**src/rtl/hazard5_lsu.sv**
```systemverilog
// rtl/hazard5_lsu.sv - M-stage load/store unit, one single-beat access outstanding
// Optional HAZARD5_LSU_FASTREQ_EN: issue the bus request combinationally from IDLE.
module hazard5_lsu #(
  parameter int W_DATA = 32,
  parameter int W_ADDR = 32
) (
  input  logic              clk,
  input  logic              rst,
  input  logic              x_valid,
  output logic              x_ready,
  input  logic              x_flush,
  input  logic [W_ADDR-1:0] x_addr,
  input  logic [W_DATA-1:0] x_wdata,
  input  logic              x_write,
  input  logic [1:0]        x_size,
  input  logic              x_unsigned,
  output logic              bus_req,
  input  logic              bus_gnt,
  output logic [W_ADDR-1:0] bus_addr,
  output logic              bus_write,
  output logic [1:0]        bus_size,
  output logic [W_DATA-1:0] bus_wdata,
  input  logic              bus_rvalid,
  input  logic [W_DATA-1:0] bus_rdata,
  input  logic              bus_err,
  output logic              wb_valid,
  output logic [W_DATA-1:0] wb_data,
  output logic              except_misaligned,
  output logic              except_bus
);

  typedef enum logic [1:0] {IDLE, ADDR, DATA} state_t;

  state_t            state_q, state_d;
  logic [W_ADDR-1:0] addr_q;
  logic [W_DATA-1:0] wdata_q;
  logic [1:0]        size_q;
  logic              write_q, uns_q, flushed_q;
  logic              wb_valid_q, exc_mis_q, exc_bus_q;
  logic [W_DATA-1:0] wb_data_q;

  logic              accept, aligned, completion, killed;
  logic [W_DATA-1:0] x_wdata_rep, rdata_sh, load_ext;

  assign accept     = x_valid & x_ready & ~x_flush;
  assign completion = (state_q == DATA) & bus_rvalid;
  // A flush arriving in the very cycle of the response still kills writeback.
  assign killed     = flushed_q | x_flush;

  always_comb begin
    aligned = 1'b0;
    case (x_size)
      2'd0:    aligned = 1'b1;
      2'd1:    aligned = ~x_addr[0];
      2'd2:    aligned = (x_addr[1:0] == 2'b00);
      default: aligned = 1'b0;
    endcase
  end

  always_comb begin
    x_wdata_rep = x_wdata;
    if (x_size == 2'd0)      x_wdata_rep = {4{x_wdata[7:0]}};
    else if (x_size == 2'd1) x_wdata_rep = {2{x_wdata[15:0]}};
  end

  assign rdata_sh = bus_rdata >> {addr_q[1:0], 3'b000};

  always_comb begin
    load_ext = rdata_sh;
    if (size_q == 2'd0)      load_ext = {{24{~uns_q & rdata_sh[7]}}, rdata_sh[7:0]};
    else if (size_q == 2'd1) load_ext = {{16{~uns_q & rdata_sh[15]}}, rdata_sh[15:0]};
  end

  always_ff @(posedge clk or posedge rst) begin
    if (rst) state_q <= IDLE;
    else     state_q <= state_d;
  end

  always_comb begin
    state_d = state_q;
    case (state_q)
      IDLE: begin
        if (accept & aligned) begin
`ifdef HAZARD5_LSU_FASTREQ_EN
          state_d = bus_gnt ? DATA : ADDR;
`else
          state_d = ADDR;
`endif
        end
      end
      ADDR: begin
        if (bus_gnt)      state_d = DATA;
        else if (x_flush) state_d = IDLE;
      end
      DATA: begin
        if (bus_rvalid) state_d = IDLE;
      end
      default: state_d = IDLE;
    endcase
  end

  always_comb begin
    x_ready   = (state_q == IDLE);
    bus_req   = (state_q == ADDR);
    bus_addr  = addr_q;
    bus_wdata = wdata_q;
    bus_write = write_q;
    bus_size  = size_q;
`ifdef HAZARD5_LSU_FASTREQ_EN
    if (state_q == IDLE) begin
      bus_req   = accept & aligned;
      bus_addr  = x_addr;
      bus_wdata = x_wdata_rep;
      bus_write = x_write;
      bus_size  = x_size;
    end
`endif
  end

  always_ff @(posedge clk or posedge rst) begin
    if (rst) begin
      addr_q     <= '0;
      wdata_q    <= '0;
      size_q     <= 2'd0;
      write_q    <= 1'b0;
      uns_q      <= 1'b0;
      flushed_q  <= 1'b0;
      wb_valid_q <= 1'b0;
      wb_data_q  <= '0;
      exc_mis_q  <= 1'b0;
      exc_bus_q  <= 1'b0;
    end else begin
      wb_valid_q <= completion & ~bus_err & ~killed;
      exc_bus_q  <= completion & bus_err & ~killed;
      exc_mis_q  <= accept & ~aligned;
      if (accept) begin
        addr_q    <= x_addr;
        wdata_q   <= x_wdata_rep;
        size_q    <= x_size;
        write_q   <= x_write;
        uns_q     <= x_unsigned;
        flushed_q <= 1'b0;
      end else if (x_flush & (((state_q == ADDR) & bus_gnt) | (state_q == DATA))) begin
        flushed_q <= 1'b1;
      end
      if (completion) wb_data_q <= write_q ? '0 : load_ext;
    end
  end

  assign wb_valid          = wb_valid_q;
  assign wb_data           = wb_data_q;
  assign except_misaligned = exc_mis_q;
  assign except_bus        = exc_bus_q;

endmodule
```
**config.mk**
```make
export PLATFORM = sky130hd
export DESIGN_NAME = hazard5_lsu
export DESIGN_NICKNAME = d
export VERILOG_FILES = /design/src/rtl/hazard5_lsu.sv
export SDC_FILE = /design/constraint.sdc
export NUM_CORES = 1
export LEC_CHECK = 0
export CAP_MARGIN = 20
export CORE_MARGIN = 4
export CORE_UTILIZATION = 42
export CTS_CLUSTER_SIZE = 12
export DETAILED_ROUTE_END_ITERATION = 8
export PLACE_DENSITY = 0.88
export SYNTH_ARGS = -nofsm -noshare
export SYNTH_HDL_FRONTEND = slang
export SYNTH_SLANG_ARGS = --single-unit
```
**constraint.sdc**
```tcl
create_clock -name clk -period 4 [get_ports clk]
set_clock_uncertainty 0.1 [all_clocks]
set_input_delay 0.4 -clock clk [delete_from_list [all_inputs] [get_ports clk]]
set_output_delay 0.4 -clock clk [all_outputs]
set_load 0.01 [all_outputs]
```
==> results of run 1 <==
==> final timing paths <==
kind | startpoint | end | slack, ns | depth (start not counted)
max | bus_addr[1] | bus_addr[1] | 1.46 | 1
min | rst | bus_addr[11] | 0.33 | 2
max reg2reg | state_q[0] | bus_wdata[12] | 1.57 | 4
min reg2reg | bus_wdata[7] | bus_wdata[7] | 0.37 | 2
max in group asynchronous | rst | bus_wdata[21] | 2.63 | 4
min in group clk | bus_wdata[7] | bus_wdata[7] | 0.37 | 2
==> cell families after synthesis <==
kind of cell | share of synthesized area
AND/OR/NAND/NOR | 0.1537
flip-flops | 0.5317
AO/OA/AOI/OAI | 0.1269
multiplexers | 0.1384
buffers and inverters | 0.04916
==> metrics by stage <==
stage	util	setup WS, ns	power, W	hold WS [ns]
finish	0.6506	1.456	0.004103	0.3308
global route	0.6506	1.347	0.004314	0.3529
CTS	0.6482	1.488	0.004133	0.3785
detailed placement	0.6173	1.186	0.003073	0.3620
global placement	0.6173	1.277	0.003019	0.3488
floorplan	-	0.7111	0.002200	0.3320
==> power breakdown <==
| group | leakage [nW] | total (W) | switching, W | internal [W] |
|---|---|---|---|---|
| Clock | 0.175 | 0.00104 | 0.000375 | 0.000669 |
| Combinational | 1.78 | 0.00148 | 0.000621 | 0.000858 |
| Sequential | 1.34 | 0.00158 | 0.000210 | 0.00137 |
==> cells in the final DEF (no fill, tap or decap), drive strengths merged, types with 2 or more instances in the layout <==
cell	count
a32oi	16
dfrtp	106
clkbuf	9
nor2	5
nand2b	2
bufinv	4
mux4	8
nand2	154
nor2b	2
o211ai	9
a22o	9
clkdlybuf4s50	210
nor4b	2
clkinv	2
mux2i	33
nand3b	9
mux2	16
a32o	8
inv	2
o21ai	42
buf	9
o21a	2
==> area by class of cell <==
cell class              instances  area share
flip-flops and latches        106      0.3540
inverters                       2    0.001336
clock inverters                 6     0.01737
clock buffers                   9     0.03006
multi-input cells             326      0.2811
well taps                     143     0.02388
repair buffers                219      0.2923
==> flip-flops by register name (all words and copies together) (netlist names) <==
signal	cells
bus_addr	32
bus_wdata	32
state_q	2
uns_q	1
flushed_q	1
bus_write	1
bus_size	2
except_bus	1
wb_data	32
wb_valid	1
except_misaligned	1
==> routing by layer <==
| metal | track usage | vias to the layer above | wire [um] |
|---|---|---|---|
| met3 | 0.05553 | 38 | 1063 |
| met4 | 0.09557 | 2 | 448 |
| met2 | 0.3633 | 193 | 7476 |
| met1 | 0.2700 | 2160 | 5962 |
| li1 | - | 2031 | - |
| met5 | 0 | - | 8 |
==> flow_metrics.py, run 1 <==
metrics = {
    "critical_path": {
        "cp_slowest_stage_delay_ns": 1.00,
        "element_type_at_the_critical_path_start": "register",
        "worstPathRequired_ns": 3.50,
        "worst-path-buf-inv": 1,
        "worstSetupPathType": "register to primary output",
        "worst_setup_path_end_kind": "primary output",
        "critical_path_arrival_ns": 2.04,
        "slowest_stage": "sky130_fd_sc_hd__dfrtp_1",
        "critical-path-top-delay-family": "flip-flops",
        "crit_fanout": 29,
        "path_cells": "clkdlybuf4s50_1",
    },
    "layout": {
        "finalInstanceArea_um2": 7492,
        "area_growth_pct": 50.19,
        "fin_cells": 811,
        "multi_input_comb_area_um2": 2106,
        "filler_cell_count": 872,
        "seqCellArea_um2": 2653,
        "n_antenna_cell": 0,
        "num-nets-final": 771,
        "layout-drive-gt1-share": 0.08383,
    },
    "clocking": {
        "cts-buffers-inserted": 9,
        "clk_pin_slew_worst_paths_ns": 0.07,
        "tritoncts_num_sinks": 106,
        "worst_skew_pair.late_latency_ns": 0.33,
        "cts_htree_levels": 3,
        "clockBufferDepth": 2,
        "cts_tree": "yes",
        "cts.repair_timing.setup_buffer_count": 0,
        "holdBufCountCts": 0,
        "clock-root-buffer": "sky130_fd_sc_hd__clkbuf_16",
        "cts_repair_resize_count": 0,
    },
    "sta": {
        "final_max_slew_viol_count": 0,
        "grt_setup_unrepaired": "false",
        "totalNegativeSetupSlack_ns": 0,
        "setup-violations-final": 0,
        "timing.fmax_ghz": 0.3931,
        "layout_worst_path_cycle_share": 0.6360,
        "tightestPinTransition_ns": 1.004,
        "timing.slew.headroom": 0.3305,
        "report.final.hold_viol_count": 0,
        "period_minus_slack_ns": 2.544,
    },
    "yosys": {
        "synth-async-reset-ratio": 1.000,
        "synthMostInstantiatedCell": "sky130_fd_sc_hd__nand2_1",
        "number_of_enable_type_register_cells_in_the_synthesized_netlist": 0,
        "synthesis.yosys.warnings": 0,
        "synth_area_leaders": "sky130_fd_sc_hd__dfrtp_1 (53%), sky130_fd_sc_hd__nand2_1 (12%), sky130_fd_sc_hd__mux2i_1 (6.6%)",
        "ys_top_cells_by_count": "sky130_fd_sc_hd__nand2_1 (154), sky130_fd_sc_hd__dfrtp_1 (106), sky130_fd_sc_hd__o21ai_0 (38)",
        "synthDominantAreaCellType": "sky130_fd_sc_hd__dfrtp_1",
        "synth_largest_type_area_fraction": 0.5317,
        "ys_dominant_reg_cell": "sky130_fd_sc_hd__dfrtp_1",
        "netlist_instances": 472,
        "mappedNetlistArea_um2": 4989,
        "mean_cell_area_of_the_mapped_netlist_um2": 10.57,
        "synth_cell_type_count": 34,
        "postSynthNetCount": 579,
        "ys_seq_area_frac": 0.5317,
        "yosys_register_bits": 106,
    },
    "grt": {
        "gr-usage-all-layers": 0.2184,
        "grt_max_degree": 82,
        "grt_pass1_wl_um": 23490,
        "initial_antenna_violation_count": 1,
        "global_route.overflow_total": 0,
        "number_of_global_route_vias_before_repair": 4708,
    },
    "floorplanning": {
        "die_width_um": 117.0,
        "row_count": 39,
        "effective_utilization_at_floorplan": 0.4332,
        "io_pins": 211,
        "dieArea_um2": 13690,
        "floorplan.die.height_um": 117.0,
        "fp.coreArea_um2": 11520,
    },
    "place": {
        "dpl-instance-area_um2": 7109,
        "dp.final_hpwl_um": 11120,
        "placedCellCount": 795,
        "place.gp.congestion": 0.8526,
        "port_buffers": 210,
    },
    "route": {
        "drc": 0,
        "postRouteWirelength_um": 14960,
        "drt_pre_antenna_iters": 8,
        "drt_first_iter_violations": 398,
        "detail_route.vias_per_cell": 5.455,
        "wire_per_inst_um": 18.44,
        "detail-route-antenna-nets": 0,
        "route.vias.total": 4424,
    },
    "hold_path": {
        "min-delay-path-class": "input pin to asynchronous set/reset pin",
    },
    "power": {
        "peakVddDrop_mv": 0.2628,
        "p_leak_nw": 3.298,
        "p_per_area_nw_per_um2": 547.7,
    },
    "run": {
        "drv_cap": 0,
    },
    "outcome": {
        "outcome": "complete, no violations",
    },
}
(Power assumes the default switching activity.)
==> run 2: changes to the inputs <==
- clock period: 4 -> 2.39 ns (I/O delays scaled with it)
==> run 2 against run 1 <==
Effect of this change: utilization is 0.33 points higher; final area is 0.50% higher; sequential share of layout area is 0.18 points lower; wire length is 1.5% higher; worst hold slack worse by 0.096 ns; clock power is 52% higher; non-clock buffer count is 3 higher; total power is 64% higher; sequential cell count stayed put.
==> flow_metrics.py, run 2 (synthesized netlist as in run 1, its figures left out) <==
metrics = {
    "critical_path": {
        "beginning_of_the_worst_register_to_register_path": "bus_addr[0]",
        "critical_path_arrival_ns": 1.77,
        "worst_setup_path_end_kind": "primary output",
        "worstPathRequired_ns": 2.05,
        "reg2reg_depth": 3,
        "r2r_end": "wb_data[31]",
        "path_cells": "nor2b_1 > clkdlybuf4s50_1",
        "cp_slowest_stage_delay_ns": 0.59,
        "element_type_at_the_critical_path_start": "register",
        "worstSetupPathType": "register to primary output",
        "critical-path-top-delay-family": "buffers and inverters",
        "crit_fanout": 9,
        "slowest_stage": "sky130_fd_sc_hd__clkdlybuf4s50_1",
        "worst-path-buf-inv": 1,
        "setup.reg_to_reg.worst_slack_ns": 0.33,
    },
    "grt": {
        "initial_antenna_violation_count": 1,
        "grt_pass1_wl_um": 23540,
        "number_of_global_route_vias_before_repair": 4539,
        "grt_max_degree": 78,
        "global_route.overflow_total": 0,
        "gr-usage-all-layers": 0.2240,
    },
    "route": {
        "wire_per_inst_um": 18.62,
        "drt_pre_antenna_iters": 4,
        "drt_first_iter_violations": 322,
        "detail_route.vias_per_cell": 5.438,
        "route.vias.total": 4432,
        "drc": 0,
        "postRouteWirelength_um": 15180,
        "detail-route-antenna-nets": 0,
    },
    "place": {
        "place.gp.congestion": 0.8255,
        "dp.final_hpwl_um": 11250,
        "preCtsSetupSlack_ns": 0.2201,
        "placedCellCount": 799,
        "port_buffers": 210,
    },
    "floorplanning": {
        "die_width_um": 117.0,
        "floorplan.die.height_um": 117.0,
        "row_count": 39,
        "fp.coreArea_um2": 11520,
        "io_pins": 211,
        "dieArea_um2": 13690,
        "effective_utilization_at_floorplan": 0.4332,
    },
    "sta": {
        "final_max_slew_viol_count": 0,
        "tightestPinTransition_ns": 0.6584,
        "timing.fmax_ghz": 0.4737,
        "period_minus_slack_ns": 2.111,
        "timing.slew.headroom": 0.5602,
        "layout_worst_path_cycle_share": 0.8833,
        "setup-violations-final": 0,
        "report.final.hold_viol_count": 0,
        "postLayoutSetupSlackWorst_ns": 0.2790,
        "totalNegativeSetupSlack_ns": 0,
        "grt_setup_unrepaired": "false",
    },
    "clocking": {
        "cts-buffers-inserted": 9,
        "clk_pin_slew_worst_paths_ns": 0.07,
        "clockBufferDepth": 2,
        "cts_repair_resize_count": 0,
        "clock-root-buffer": "sky130_fd_sc_hd__clkbuf_16",
        "cts.repair_timing.setup_buffer_count": 0,
        "cts_tree": "yes",
        "tritoncts_num_sinks": 106,
        "cts_htree_levels": 3,
        "worst_skew_pair.late_latency_ns": 0.34,
        "holdBufCountCts": 0,
    },
    "layout": {
        "seqCellArea_um2": 2653,
        "area_growth_pct": 50.94,
        "num-nets-final": 774,
        "layout-drive-gt1-share": 0.08333,
        "layout.cells.most_common_list": "sky130_fd_sc_hd__clkdlybuf4s50_1 (210), sky130_fd_sc_hd__nand2_1 (154), sky130_fd_sc_hd__dfrtp_1 (106)",
        "filler_cell_count": 870,
        "n_antenna_cell": 0,
        "fin_cells": 815,
        "mostFrequentLayoutCell": "sky130_fd_sc_hd__clkdlybuf4s50_1",
        "multi_input_comb_area_um2": 2106,
    },
    "power": {
        "pwr-share-clk": 0.235,
        "p_leak_nw": 3.303,
        "share_of_total_power_in_sequential_cells": 0.390,
        "p_sw_w": 0.002026,
        "swShare": 0.3011,
        "logic_pwr_share": 0.375,
        "p_per_area_nw_per_um2": 893.6,
        "internal_power_w": 0.004703,
        "peakVddDrop_mv": 0.5303,
    },
    "hold_path": {
        "min-delay-path-class": "input pin to asynchronous set/reset pin",
    },
    "run": {
        "drv_cap": 0,
    },
    "outcome": {
        "outcome": "complete, no violations",
    },
}
-- run 2: routing by layer --
| layer | GRT usage | routed length (um) | vias up | share of wire |
|---|---|---|---|---|
| met4 | 0.09786 | 437 | 2 | 0.029 |
| li1 | - | - | 2034 | - |
| met2 | 0.3735 | 7562 | 186 | 0.50 |
| met1 | 0.2767 | 5997 | 2179 | 0.40 |
| met3 | 0.05656 | 1169 | 31 | 0.077 |
| met5 | 0 | 8 | - | 0.00053 |
-- run 2: worst max path at each step --
stage / from / to / slack, ns / depth (start not counted)
floorplan: bus_addr[0] / wb_data[10] / 0.63 / 4
finish: state_q[0] / bus_req / 0.28 / 2
global route: state_q[0] / bus_req / 0.20 / 2
global placement: x_flush / bus_wdata[11] / 0.31 / 5
CTS: state_q[0] / bus_req / 0.25 / 2
detailed placement: x_flush / bus_wdata[23] / 0.22 / 5
-- run 2: power by group through the flow --
stage / logic, W / registers [W] / clock network (W)
global placement: 0.00247 / 0.00262 / 0
detailed placement: 0.00254 / 0.00265 / 0
CTS: 0.00255 / 0.00262 / 0.00161
finish: 0.00252 / 0.00262 / 0.00158
floorplan: 0.000864 / 0.00282 / 0
global route: 0.00272 / 0.00268 / 0.00171
-- run 2: metrics by stage --
stage	utilization	area, um^2	hold WS (ns)	total power [W]
after floorplan	-	4992	0.2099	0.003683
after detailed placement	0.6266	7216	0.3639	0.005183
after global placement	0.6266	7216	0.3493	0.005086
final	0.6538	7530	0.2346	0.006729
after CTS	0.6538	7530	0.2412	0.006783
after global routing	0.6538	7530	0.2627	0.007111
-- run 2: final cells by class --
class,instances,share of cell area
multi-input cells,326,0.2797
inverters,2,0.001496
repair buffers,222,0.3011
clock inverters,2,0.007976
clock buffers,14,0.03373
well taps,143,0.02376
flip-flops and latches,106,0.3523
-- run 2: worst register-to-register path: stages (launching register included) --
cell and delay (ns):
sky130_fd_sc_hd__dfrtp_1 0.53, sky130_fd_sc_hd__mux4_2 0.62, sky130_fd_sc_hd__o211ai_2 0.50, sky130_fd_sc_hd__o21ai_0 0.17
